**src/rtl/tcp_app_pkg.sv**
```systemverilog
// rtl/tcp_app_pkg.sv - shared widths, status codes and FSM states for the TX app responder
package tcp_app_pkg;

    localparam int SESSION_W = 16;
    localparam int STATUS_W  = 24;
    localparam int DATA_W    = 64;
    localparam int KEEP_W    = DATA_W / 8;

    localparam logic [7:0] CODE_OK       = 8'h00;
    localparam logic [7:0] CODE_CLOSED   = 8'h01;
    localparam logic [7:0] CODE_NO_SPACE = 8'h02;

    typedef enum logic [1:0] {
        ST_IDLE,
        ST_CHECK,
        ST_STATUS,
        ST_DATA
    } state_t;

endpackage

```
**src/rtl/tx_credit_counter.sv**
```systemverilog
// rtl/tx_credit_counter.sv - TX buffer credit tracking with floor at zero and saturating returns
module tx_credit_counter #(
    parameter int TX_BUF_WORDS = 1024,
    parameter int CW           = $clog2(TX_BUF_WORDS + 1)
) (
    input  logic          clk,
    input  logic          rst,
    input  logic          consume,
    input  logic          ret_valid,
    input  logic [15:0]   ret_words,
    output logic [CW-1:0] credits,
    output logic          overflow
);

    localparam int SW = ((CW > 16) ? CW : 16) + 2;

    logic [CW-1:0] credits_q, credits_d;
    logic          overflow_q, overflow_d;
    logic [SW-1:0] sum;

    // Return is applied before the consume so a simultaneous pair nets out in one cycle.
    always_comb begin
        sum = SW'(credits_q) + (ret_valid ? SW'(ret_words) : '0);
        if (consume && (sum != '0)) begin
            sum = sum - SW'(1);
        end
        credits_d  = credits_q;
        overflow_d = overflow_q;
        if (sum > SW'(TX_BUF_WORDS)) begin
            credits_d  = CW'(TX_BUF_WORDS);
            overflow_d = 1'b1;
        end else begin
            credits_d = sum[CW-1:0];
        end
    end

    always_ff @(posedge clk) begin
        if (rst) begin
            credits_q  <= CW'(TX_BUF_WORDS);
            overflow_q <= 1'b0;
        end else begin
            credits_q  <= credits_d;
            overflow_q <= overflow_d;
        end
    end

    assign credits  = credits_q;
    assign overflow = overflow_q;

endmodule

```
**src/rtl/tcp_tx_app_responder.sv**
```systemverilog
// rtl/tcp_tx_app_responder.sv - grants application send requests and passes payload to the TCP engine
module tcp_tx_app_responder
    import tcp_app_pkg::*;
#(
    parameter int NUM_SESSIONS  = 16,
    parameter int TX_BUF_WORDS  = 1024,
    parameter int MAX_PKT_WORDS = 188
) (
    input  logic                              net_clk,
    input  logic                              net_rst,
    input  logic [NUM_SESSIONS-1:0]           session_open,
    input  logic                              s_axis_tx_metadata_tvalid,
    output logic                              s_axis_tx_metadata_tready,
    input  logic [SESSION_W-1:0]              s_axis_tx_metadata_tdata,
    output logic                              m_axis_tx_status_tvalid,
    input  logic                              m_axis_tx_status_tready,
    output logic [STATUS_W-1:0]               m_axis_tx_status_tdata,
    input  logic                              s_axis_tx_data_tvalid,
    output logic                              s_axis_tx_data_tready,
    input  logic [DATA_W-1:0]                 s_axis_tx_data_tdata,
    input  logic [KEEP_W-1:0]                 s_axis_tx_data_tkeep,
    input  logic                              s_axis_tx_data_tlast,
    output logic                              m_axis_tx_seg_tvalid,
    input  logic                              m_axis_tx_seg_tready,
    output logic [DATA_W-1:0]                 m_axis_tx_seg_tdata,
    output logic [KEEP_W-1:0]                 m_axis_tx_seg_tkeep,
    output logic                              m_axis_tx_seg_tlast,
    output logic [SESSION_W-1:0]              m_tx_seg_session,
    input  logic                              s_credit_valid,
    input  logic [15:0]                       s_credit_words,
    output logic [$clog2(TX_BUF_WORDS+1)-1:0] credits,
    output logic                              credit_overflow,
    output logic [31:0]                       stat_pkts_ok,
    output logic [31:0]                       stat_pkts_rej
);

    localparam int CW = $clog2(TX_BUF_WORDS + 1);

    state_t               state_q, state_d;
    logic [SESSION_W-1:0] session_q, session_d;
    logic [7:0]           code_q, code_d;
    logic                 status_valid_q, status_valid_d;
    logic [31:0]          ok_q, ok_d, rej_q, rej_d;
    logic                 open_sel;
    logic                 in_data;
    logic                 seg_hs;

    // Gate with reset so nothing leaks out on the first reset cycle, before state clears.
    assign in_data = (state_q == ST_DATA) && !net_rst;
    assign seg_hs  = m_axis_tx_seg_tvalid && m_axis_tx_seg_tready;

    assign s_axis_tx_metadata_tready = (state_q == ST_IDLE);
    assign m_axis_tx_status_tvalid   = status_valid_q && !net_rst;
    assign m_axis_tx_status_tdata    = {code_q, session_q};
    assign m_axis_tx_seg_tvalid      = in_data && s_axis_tx_data_tvalid;
    assign s_axis_tx_data_tready     = in_data && m_axis_tx_seg_tready;
    assign m_axis_tx_seg_tdata       = s_axis_tx_data_tdata;
    assign m_axis_tx_seg_tkeep       = s_axis_tx_data_tkeep;
    assign m_axis_tx_seg_tlast       = s_axis_tx_data_tlast;
    assign m_tx_seg_session          = net_rst ? '0 : session_q;
    assign stat_pkts_ok              = ok_q;
    assign stat_pkts_rej             = rej_q;

    always_comb begin
        open_sel = 1'b0;
        for (int i = 0; i < NUM_SESSIONS; i++) begin
            if (32'(session_q) == i) begin
                open_sel = session_open[i];
            end
        end
    end

    always_comb begin
        state_d        = state_q;
        session_d      = session_q;
        code_d         = code_q;
        status_valid_d = status_valid_q;
        ok_d           = ok_q;
        rej_d          = rej_q;
        case (state_q)
            ST_IDLE: begin
                if (s_axis_tx_metadata_tvalid) begin
                    session_d = s_axis_tx_metadata_tdata;
                    state_d   = ST_CHECK;
                end
            end
            ST_CHECK: begin
                if ((32'(session_q) >= NUM_SESSIONS) || !open_sel) begin
                    code_d = CODE_CLOSED;
                end else if (32'(credits) < MAX_PKT_WORDS) begin
                    code_d = CODE_NO_SPACE;
                end else begin
                    code_d = CODE_OK;
                end
                status_valid_d = 1'b1;
                state_d        = ST_STATUS;
            end
            ST_STATUS: begin
                if (m_axis_tx_status_tready) begin
                    status_valid_d = 1'b0;
                    if (code_q == CODE_OK) begin
                        ok_d    = ok_q + 32'd1;
                        state_d = ST_DATA;
                    end else begin
                        rej_d   = rej_q + 32'd1;
                        state_d = ST_IDLE;
                    end
                end
            end
            ST_DATA: begin
                if (seg_hs && m_axis_tx_seg_tlast) begin
                    state_d = ST_IDLE;
                end
            end
            default: state_d = ST_IDLE;
        endcase
    end

    always_ff @(posedge net_clk) begin
        if (net_rst) begin
            state_q        <= ST_IDLE;
            session_q      <= '0;
            code_q         <= CODE_OK;
            status_valid_q <= 1'b0;
            ok_q           <= '0;
            rej_q          <= '0;
        end else begin
            state_q        <= state_d;
            session_q      <= session_d;
            code_q         <= code_d;
            status_valid_q <= status_valid_d;
            ok_q           <= ok_d;
            rej_q          <= rej_d;
        end
    end

    tx_credit_counter #(
        .TX_BUF_WORDS (TX_BUF_WORDS),
        .CW           (CW)
    ) u_credit (
        .clk       (net_clk),
        .rst       (net_rst),
        .consume   (seg_hs),
        .ret_valid (s_credit_valid),
        .ret_words (s_credit_words),
        .credits   (credits),
        .overflow  (credit_overflow)
    );

endmodule

```
**config.mk**
```make
export PLATFORM = sky130hd
export DESIGN_NAME = tcp_tx_app_responder
export DESIGN_NICKNAME = d
export VERILOG_FILES = /design/src/rtl/tcp_app_pkg.sv /design/src/rtl/tx_credit_counter.sv /design/src/rtl/tcp_tx_app_responder.sv
export SDC_FILE = /design/constraint.sdc
export NUM_CORES = 1
export LEC_CHECK = 0
export ABC_AREA = 1
export BUFFER_PORTS_ARGS = -buffer_cell sky130_fd_sc_hd__buf_2
export CORE_AREA = 2 2 126 128
export DETAILED_ROUTE_END_ITERATION = 6
export DIE_AREA = 0 0 128 130
export MAX_ROUTING_LAYER = met4
export PLACE_DENSITY = 0.85
export SYNTH_ARGS = -nofsm -noshare
export SYNTH_HDL_FRONTEND = slang
export SYNTH_HIERARCHICAL = 1
export SYNTH_SLANG_ARGS = --single-unit
```
**constraint.sdc**
```tcl
create_clock -name net_clk -period 6.8 [get_ports net_clk]
set_input_delay 1.02 -clock net_clk [delete_from_list [all_inputs] [get_ports net_clk]]
set_output_delay 1.02 -clock net_clk [all_outputs]
set_load 0.02 [all_outputs]
```
==> out/metrics.csv, run 1 <==
metric;value;unit
regToRegStartpoint;u_credit/credits[0]$_SDFF_PP0_;
r2r_cells;19;
drc;0;
htree_levels;3;
core-area;15420;um2
finalHoldViolations;0;
via_per_inst;5.095;
routed_wl;18700;um
synthDistinctLibCells;54;
arrival;4090;ps
pin_count;321;
dpl_worst_slack;2685;ps
slew_viol_final;0;
start_kind;input port;
syn_inst;1094;
cpMaxStageDelayCell;fa_1;
ir_drop;117.1;uV
final_util;51.17;%
initialDrtViolationCount;421;
timing.final.ws_setup;2988;ps
crit_buf_inv;3;
grt_util_all_layers;22.27;%
place_hpwl;14840;um
slew_headroom;40.49;%
cp-startpoint;s_credit_valid;
yosysSeqAreaShare;27.30;%
wire_per_inst;13.53;um
fmax;0.2624;GHz
whs;489.2;ps
cap_viol_max_count;0;
cp_max_fo;19;
setup_tns;0;ps
grtUsageMet3;4.141;%
final_antenna_net_count;0;
cp_cell_sequence;buf_2 -> nand2_1 -> inv_1 -> ha_1 -> fa_1 -> or2_1 -> nand2_1 -> inv_1 -> nor2_1 -> nand2_1 -> nor2_1 -> nand2_1 -> xor2_1 -> nand3_1 -> nand2_1 -> nor2_1 -> nand2_1 -> nor2_1 -> nand2_1 -> nand2_2 -> nand3_4 -> nor2_2;
numCtsBuffers;9;
ys.flop_type;dfxtp_1;
reg2reg_slack;3660;ps
crit_path_end_kind;flop;
cts_hold_buf;0;
cpMostUsedCell;nand2_1;
cts_setup_buffers;0;
use_met1;26.02;%
critPathRequiredTime;7070;ps
rsz0062_at_grt;no;
cts.clk_slew.worst_paths;70;ps
grt_max_degree;58;
grt_pass1_vias;6182;
synth.largest_area_cell;dfxtp_1;
worstSetupPathDepth;22;
clock_sinks;97;
min_path_type;reg2reg;
worst_pin_slew;890.5;ps
worstSetupPathType;in2reg;
crit_end;u_credit/credits[9]$_SDFF_PP0_;
worstSkewPairLatency;350;ps
antenna_cells;0;
nets;1329;
synth_area_leaders;dfxtp_1 27%, nand2_1 12%, inv_1 9.0%, buf_4 8.4%, nor2_1 6.4%;
grt_pass1_wl;29330;um
die_y;130;um
dieArea;16640;um2
syn_area_per_cell;6.503;um2
slowest_delay;440;ps
run_status;completed;
overflow;0;
syn2layout_area_growth;10.94;%
finClkSkew;11.64;ps
via_count;7041;
fillers;1551;
worstHoldPathCells;1;
ys_ff_latch;97;
root_buffer;clkbuf_16;
placementRows;46;
cts-resized-gates;0;
synthTopCellsByCount;231 x nand2_1, 170 x inv_1, 122 x nor2_1, 97 x dfxtp_1, 80 x buf_4;
met2_usage;38.35;%
place_congestion;0.9235;
drtPass1Iterations;6;
synth_async_sr_flop_share;0;%
post-route-min-period;3812;ps
synth_most_common_cell;nand2_1;
setup-violations-final;0;
antenna_found_initial;0;
total_power;1554;uW
synth_warnings;6;
grt-busiest-layer;met2;
port_buffers;170;
leakagePower;0.004006;uW
synth_edf_count;0;
initial_core_util;46.12;%
syn_area;7114;um2
fin_crit_sh;56.05;%
cts.path.max_buffers;2;
tritoncts;yes;
die_w;128;um
cp_top_family;simple AND/OR/NAND/NOR gates;
p_per_area;196.9;nW/um2
final_layout_size_suffix_gt1_share;23.70;%
synth_top_area_share;27.30;%
r2r_end;u_credit/credits[9]$_SDFF_PP0_;
[layout by cell type, fill, tap and decap left out, drive strengths merged, types with 2 or more instances in the layout]
| master | count |
|---|---|
| or2 | 3 |
| nand3 | 63 |
| inv | 187 |
| and3 | 2 |
| dfxtp | 97 |
| buf | 173 |
| o21a | 6 |
| o311ai | 2 |
| nand3b | 4 |
| ha | 15 |
| nor4 | 6 |
| nand2 | 248 |
| nor3b | 2 |
| nor2 | 158 |
| clkbuf | 9 |
| nor3 | 34 |
| clkinv | 2 |
| xor2 | 16 |
| xnor2 | 11 |
| a21oi | 61 |
| conb | 6 |
| nand4 | 27 |
| o21ai | 46 |
| bufinv | 2 |
[layout make-up]
class	instances	area (um2)	share of cell area, %
multi-input combinational	719	3815	48.34
sequential	97	1942	24.60
timing repair buffer	173	873.3	11.07
inverter	185	698.2	8.846
tap	192	240.2	3.044
clock buffer	9	225.2	2.854
clock inverter	7	98.84	1.252
[worst min-delay path by stage]
stage | to | slack (ps) | from
after floorplan | stat_pkts_rej[28]$_SDFFE_PP0P_ | 550 | stat_pkts_rej[28]$_SDFFE_PP0P_
after global placement | stat_pkts_ok[31]$_SDFFE_PP0P_ | 470 | stat_pkts_ok[31]$_SDFFE_PP0P_
after detailed placement | stat_pkts_ok[31]$_SDFFE_PP0P_ | 470 | stat_pkts_ok[31]$_SDFFE_PP0P_
after CTS | stat_pkts_ok[31]$_SDFFE_PP0P_ | 490 | stat_pkts_ok[31]$_SDFFE_PP0P_
after global routing | stat_pkts_rej[21]$_SDFFE_PP0P_ | 510 | stat_pkts_rej[21]$_SDFFE_PP0P_
final | stat_pkts_ok[31]$_SDFFE_PP0P_ | 490 | stat_pkts_ok[31]$_SDFFE_PP0P_
[where the power goes]
group / internal, uW / switching [uW] / leakage (uW)
logic: 112 / 252 / 0.00306
registers: 601 / 29.2 / 0.000786
clock network: 326 / 234 / 0.000157
total: 1040 / 515 / 0.00401
[metal layers]
metal	wire, um	part of all wire [%]	up-vias
met5	0	0	-
met4	460	2.5	0
met3	1027	5.5	35
met2	9254	49	235
met1	7962	43	3234
li1	-	-	3537
[sequential cells by signal, summed over array words and instances, names as in the netlist]
register           count
status_valid_q         1
session_q             16
u_credit/overflow      1
stat_pkts_rej         32
u_credit/credits      11
code_q                 2
state_q                2
stat_pkts_ok          32
[per-stage QoR]
stage,instance area (um2),std cells
floorplan,7133,1099
global placement,7569,1366
detailed placement,7569,1366
CTS,7893,1382
global route,7893,1382
finish,7893,1382
[cell families after synthesis]
kind of cell               Yosys count  synth area share, %
other                                1              0.05271
and+or+nand+nor                    548                37.62
xor gates and xnor gates            27                3.429
buffers and inverters              283                19.35
AOI/OAI and AO/OA                  122                9.339
adders and majority gates           16                2.919
DFF                                 97                27.30
[worst reg2reg max path: cells and delay by family (launching register included)]
family	cells	cell delay, ps
flip-flops	1	330
XOR/XNOR	1	160
adder cells (fa/ha/maj)	2	680
buffers and inverters	1	70
AND/OR/NAND/NOR	15	1860
(Power assumes the default switching activity.)
==> run 2, diff against run 1 <==
--- a/config.mk
+++ b/config.mk
@@ -7,9 +7,8 @@
 export LEC_CHECK = 0
 export ABC_AREA = 1
 export BUFFER_PORTS_ARGS = -buffer_cell sky130_fd_sc_hd__buf_2
-export CORE_AREA = 2 2 126 128
+export CORE_UTILIZATION = 44
 export DETAILED_ROUTE_END_ITERATION = 6
-export DIE_AREA = 0 0 128 130
 export MAX_ROUTING_LAYER = met4
 export PLACE_DENSITY = 0.85
 export SYNTH_ARGS = -nofsm -noshare
==> constraint.sdc (replaced) <==
create_clock -name net_clk -period 3.2 [get_ports net_clk]
set_input_delay 0.48 -clock net_clk [delete_from_list [all_inputs] [get_ports net_clk]]
set_output_delay 0.48 -clock net_clk [all_outputs]
set_load 0.02 [all_outputs]
==> out/metrics.csv, run 2 (synthesis results as in run 1) <==
metric;value;unit
run_status;completed;
dpl_worst_slack;-152.2;ps
finClkSkew;8.458;ps
ir_drop;218.8;uV
dieArea;16680;um2
via_per_inst;4.925;
drc;0;
worstHoldPathCells;3;
setup-violations-final;0;
start_kind;input port;
final_antenna_net_count;0;
crit_path_end_kind;flop;
antenna_found_initial;0;
timing.final.ws_setup;231.3;ps
final_common_cell;nand2_1;
grt_max_degree;57;
cts.clk_slew.worst_paths;70;ps
root_buffer;clkbuf_16;
reg2reg_slack;300;ps
worstSkewPairLatency;340;ps
worst_pin_slew;887.9;ps
grt_pass1_vias;6078;
wire_per_inst;13.22;um
slew_viol_final;0;
placed_cell_area;7821;um2
antenna_cells;0;
tritoncts;yes;
nets;1358;
arrival;3250;ps
via_count;7063;
final_layout_size_suffix_gt1_share;26.44;%
finalHoldViolations;0;
cts.path.max_buffers;2;
grt_util_all_layers;22.58;%
r2r_cells;18;
cp_max_fo;12;
r2r_end;u_credit/credits[0]$_SDFF_PP0_;
grt_pass1_wl;28950;um
fin_area;8173;um2
drtPass1Iterations;5;
die_y;129.2;um
rsz0062_at_grt;yes;
fmax;0.3369;GHz
pin_count;321;
place_hpwl;14890;um
initial_core_util;44.95;%
initialDrtViolationCount;516;
leakagePower;0.004112;uW
p_per_area;388.7;nW/um2
place_congestion;0.9564;
die_w;129.2;um
worstSetupPathType;in2reg;
core-area;15830;um2
port_buffers;170;
whs_endpoint;session_q[4]$_SDFFE_PP0P_;
slew_headroom;40.66;%
htree_levels;3;
overflow;0;
regToRegStartpoint;u_credit/credits[0]$_SDFF_PP0_;
min_path_type;in2reg;
placementRows;46;
critPathRequiredTime;3480;ps
clock_sinks;97;
fin_crit_sh;92.77;%
post-route-min-period;2969;ps
final_cell_mix;230 x nand2_1, 170 x buf_2, 168 x inv_1, 120 x nor2_1, 97 x dfxtp_1;
hold_start;s_axis_tx_metadata_tdata[4];
numCtsBuffers;9;
routed_wl;18960;um
syn2layout_area_growth;14.88;%
cap_viol_max_count;0;
[run 2: worst max-delay path, stage by stage]
cell,delay [ps]
buf_2,180
nand2_2,80
inv_2,40
ha_4,150
fa_2,390
or2_1,240
nand2_1,110
inv_1,70
nor2_1,140
nand3_1,130
nor2_4,160
nand3_4,150
nand2_8,130
nor2_2,40
a21oi_2,120
nand2_1,70
nor2_1,120
nand2_1,100
nand2_4,110
nand3_4,120
nor2_2,120
[run 2: power by group]
part / switching [uW] / internal (uW) / leakage (uW)
combinational: 554 / 264 / 0.00319
sequential: 61.8 / 1280 / 0.000786
clock: 472 / 548 / 0.000131
total: 1090 / 2090 / 0.00411
[run 2: routing by layer]
metal	share of wire [%]	up-vias	GRT usage [%]
li1	-	3602	-
met5	0	-	-
met2	46	231	35.17
met3	5.5	49	4.129
met4	3.1	0	9.066
met1	45	3181	28.77
[run 2: timing repair]
item,CTS,global route
gates resized for setup,0,9
setup buffers,0,1
endpoints found under the setup margin,0,11
hold buffers,0,0
[run 2: worst max-delay path by stage]
stage,startpoint,end,slack (ps)
3_3_place_gp,s_credit_valid,u_credit/credits[0]$_SDFF_PP0_,-50
3_5_place_dp,s_credit_valid,u_credit/credits[0]$_SDFF_PP0_,-150
5_1_grt,s_credit_valid,u_credit/credits[0]$_SDFF_PP0_,-20
4_1_cts,s_credit_valid,u_credit/credits[0]$_SDFF_PP0_,210
2_1_floorplan,s_credit_valid,u_credit/credits[0]$_SDFF_PP0_,-20
6_report,s_credit_valid,u_credit/credits[0]$_SDFF_PP0_,230
[run 2: cell type report]
class                      count  area, um2
timing repair buffer         200       1076
multi-input combinational    721       3910
tap                          216      270.3
sequential                    97       1942
inverter                     185      698.2
clock buffer                  10      239.0
fill                        1525       7655
clock inverter                 5      37.54
[run 2: per-stage QoR]
step                      cells  hold WS (ps)  power, uW  util, %  setup TNS, ps
after global placement     1416         466.0       2145    49.42         -330.6
final                      1434         406.2       3177    51.64              0
after floorplan            1099         549.4       2044        -         -20.37
after detailed placement   1416         476.4       2168    49.42          -1342
after CTS                  1431         394.4       3190    51.16              0
after global routing       1434         429.6       3348    51.64         -66.05
==> run 3, diff against run 2 <==
--- a/config.mk
+++ b/config.mk
@@ -7,8 +7,10 @@
 export LEC_CHECK = 0
 export ABC_AREA = 1
 export BUFFER_PORTS_ARGS = -buffer_cell sky130_fd_sc_hd__buf_2
-export CORE_UTILIZATION = 44
+export CORE_AREA = 2 2 126 128
 export DETAILED_ROUTE_END_ITERATION = 6
+export DIE_AREA = 0 0 128 130
+export HOLD_SLACK_MARGIN = 0.06
 export MAX_ROUTING_LAYER = met4
 export PLACE_DENSITY = 0.85
 export SYNTH_ARGS = -nofsm -noshare
==> constraint.sdc (replaced) <==
create_clock -name net_clk -period 3.5 [get_ports net_clk]
set_input_delay 0.525 -clock net_clk [delete_from_list [all_inputs] [get_ports net_clk]]
set_output_delay 0.525 -clock net_clk [all_outputs]
set_load 0.02 [all_outputs]
==> out/metrics.csv, run 3 (synthesis results as in run 1) <==
metric;value;unit
met2_usage;37.12;%
drtPass1Iterations;5;
arrival;3480;ps
initialDrtViolationCount;369;
grt-busiest-layer;met2;
grtUsageMet3;5.002;%
cts.path.max_buffers;2;
min_path_type;in2reg;
routed_wl;18790;um
regToRegStartpoint;u_credit/credits[0]$_SDFF_PP0_;
worstSkewPairLatency;350;ps
cts_setup_buffers;0;
placementRows;46;
worstSetupPathType;in2reg;
fin_crit_sh;91.17;%
dieArea;16640;um2
leakagePower;0.004017;uW
worst_pin_slew;900.9;ps
cts.clk_slew.worst_paths;70;ps
setup-violations-final;0;
slew_viol_final;0;
numCtsBuffers;9;
dp_cells;1368;
finClkSkew;10.11;ps
antenna_found_initial;1;
place_congestion;0.8920;
final_layout_size_suffix_gt1_share;23.91;%
p_clk_share;36.3;%
whs;454.0;ps
cpMostUsedCell;nand2_1;
multi_input_area;3817;um2
p_per_area;383.5;nW/um2
place_hpwl;14730;um
wire_per_inst;13.57;um
swShare;33.37;%
seqPwrFrac;40.3;%
switching_power;1013;uW
crit_end;u_credit/credits[4]$_SDFF_PP0_;
critPathRequiredTime;3780;ps
final_cell_mix;231 x nand2_1, 170 x inv_1, 170 x buf_2, 121 x nor2_1, 97 x dfxtp_1;
htree_levels;3;
fmax;0.3134;GHz
finalHoldViolations;0;
p_int;2023;uW
use_met1;26.22;%
via_count;6992;
root_buffer;clkbuf_16;
final_antenna_net_count;0;
die_y;130;um
cp_max_fo;12;
reg2reg_slack;410;ps
final_common_cell;nand2_1;
fillers;1531;
placed_cell_area;7584;um2
pwr-share-comb;23.4;%
overflow;0;
grt_pass1_wl;29410;um
grt_util_all_layers;22.41;%
core-area;15420;um2
die_w;128;um
cp_cell_sequence;buf_2 -> nand2_1 -> inv_1 -> ha_1 -> fa_1 -> nand2_1 -> nand3_1 -> nand3_1 -> nand2_1 -> nand2_1 -> nand2_1 -> nor2_4 -> nand2_2 -> nor2_4 -> nand3_4 -> nand2_4 -> nor2_2 -> a21oi_2 -> nand2_1 -> nor2_1 -> nand2_1 -> nand2_2 -> nand3_4 -> nor2_2;
ir_drop;232.4;uV
cpMaxStageDelayCell;fa_1;
crit_path_end_kind;flop;
post-route-min-period;3191;ps
run_status;completed;
nets;1331;
fin_area;7915;um2
syn2layout_area_growth;11.26;%
clock_sinks;97;
stdcell_count;1385;
slew_headroom;39.79;%
cp-startpoint;s_credit_valid;
start_kind;input port;
slowest_delay;440;ps
port_buffers;170;
via_per_inst;5.048;
tritoncts;yes;
initial_core_util;46.12;%
r2r_end;u_credit/credits[4]$_SDFF_PP0_;
cap_viol_max_count;0;
drc;0;
grt_pass1_vias;6348;
seqCellArea;1942;um2
r2r_cells;21;
setup_tns;0;ps
cts_hold_buf;0;
total_power;3036;uW
pin_count;321;
grt_max_degree;57;
## run 3: what timing repair did
action | 4_1_cts | 5_1_grt
gates resized for setup | 0 | 1
hold endpoints to repair | 0 | 0
setup endpoints to repair | 0 | 1
## run 3: worst max-delay path, delay by kind of cell
family,cells,cell delay (ps)
adders and majority gates,2,650
buffers and inverters,2,210
AOI/OAI and AO/OA,1,120
and+or+nand+nor,19,1980
## run 3: final cells by class
| type | instances | area share, % |
|---|---|---|
| clock buffers | 9 | 2.845 |
| clock inverters | 7 | 1.280 |
| multi-input cells | 719 | 48.23 |
| well taps | 192 | 3.035 |
| inverters | 185 | 8.821 |
| flip-flops and latches | 97 | 24.53 |
| diodes | 1 | 0.03162 |
| repair buffers | 175 | 11.22 |
## run 3: power groups by stage
| stage | clock network (uW) | registers (uW) | logic, uW |
|---|---|---|---|
| after global placement | 0 | 1250 | 691 |
| after global routing | 1160 | 1240 | 786 |
| after CTS | 1120 | 1220 | 706 |
| final | 1100 | 1220 | 709 |
| after floorplan | 0 | 1300 | 566 |
| after detailed placement | 0 | 1250 | 702 |
## run 3: worst min-delay path by stage
stage	cells past startpoint	to	slack (ps)	startpoint
final	3	session_q[4]$_SDFFE_PP0P_	450	s_axis_tx_metadata_tdata[4]
after global routing	3	session_q[10]$_SDFFE_PP0P_	460	s_axis_tx_metadata_tdata[10]
after CTS	3	session_q[13]$_SDFFE_PP0P_	440	s_axis_tx_metadata_tdata[13]
after detailed placement	2	code_q[1]$_SDFFE_PP0P_	480	code_q[1]$_SDFFE_PP0P_
after global placement	1	stat_pkts_ok[31]$_SDFFE_PP0P_	470	stat_pkts_ok[31]$_SDFFE_PP0P_
after floorplan	2	stat_pkts_rej[28]$_SDFFE_PP0P_	550	stat_pkts_rej[28]$_SDFFE_PP0P_
## run 3: per-layer routing
metal  wire length [um]  up-vias
li1                   -     3554
met1               7869     3155
met2               9155      235
met3               1178       48
met4                586        0
met5                  0        -
## run 3: through the flow
stage / setup slack (ps) / util (%)
2_1_floorplan: 69.05 / -
4_1_cts: 328.5 / 51.28
3_5_place_dp: -35.51 / 49.16
5_1_grt: -7.655 / 51.31
3_3_place_gp: 92.99 / 49.16
6_report: 309.1 / 51.31
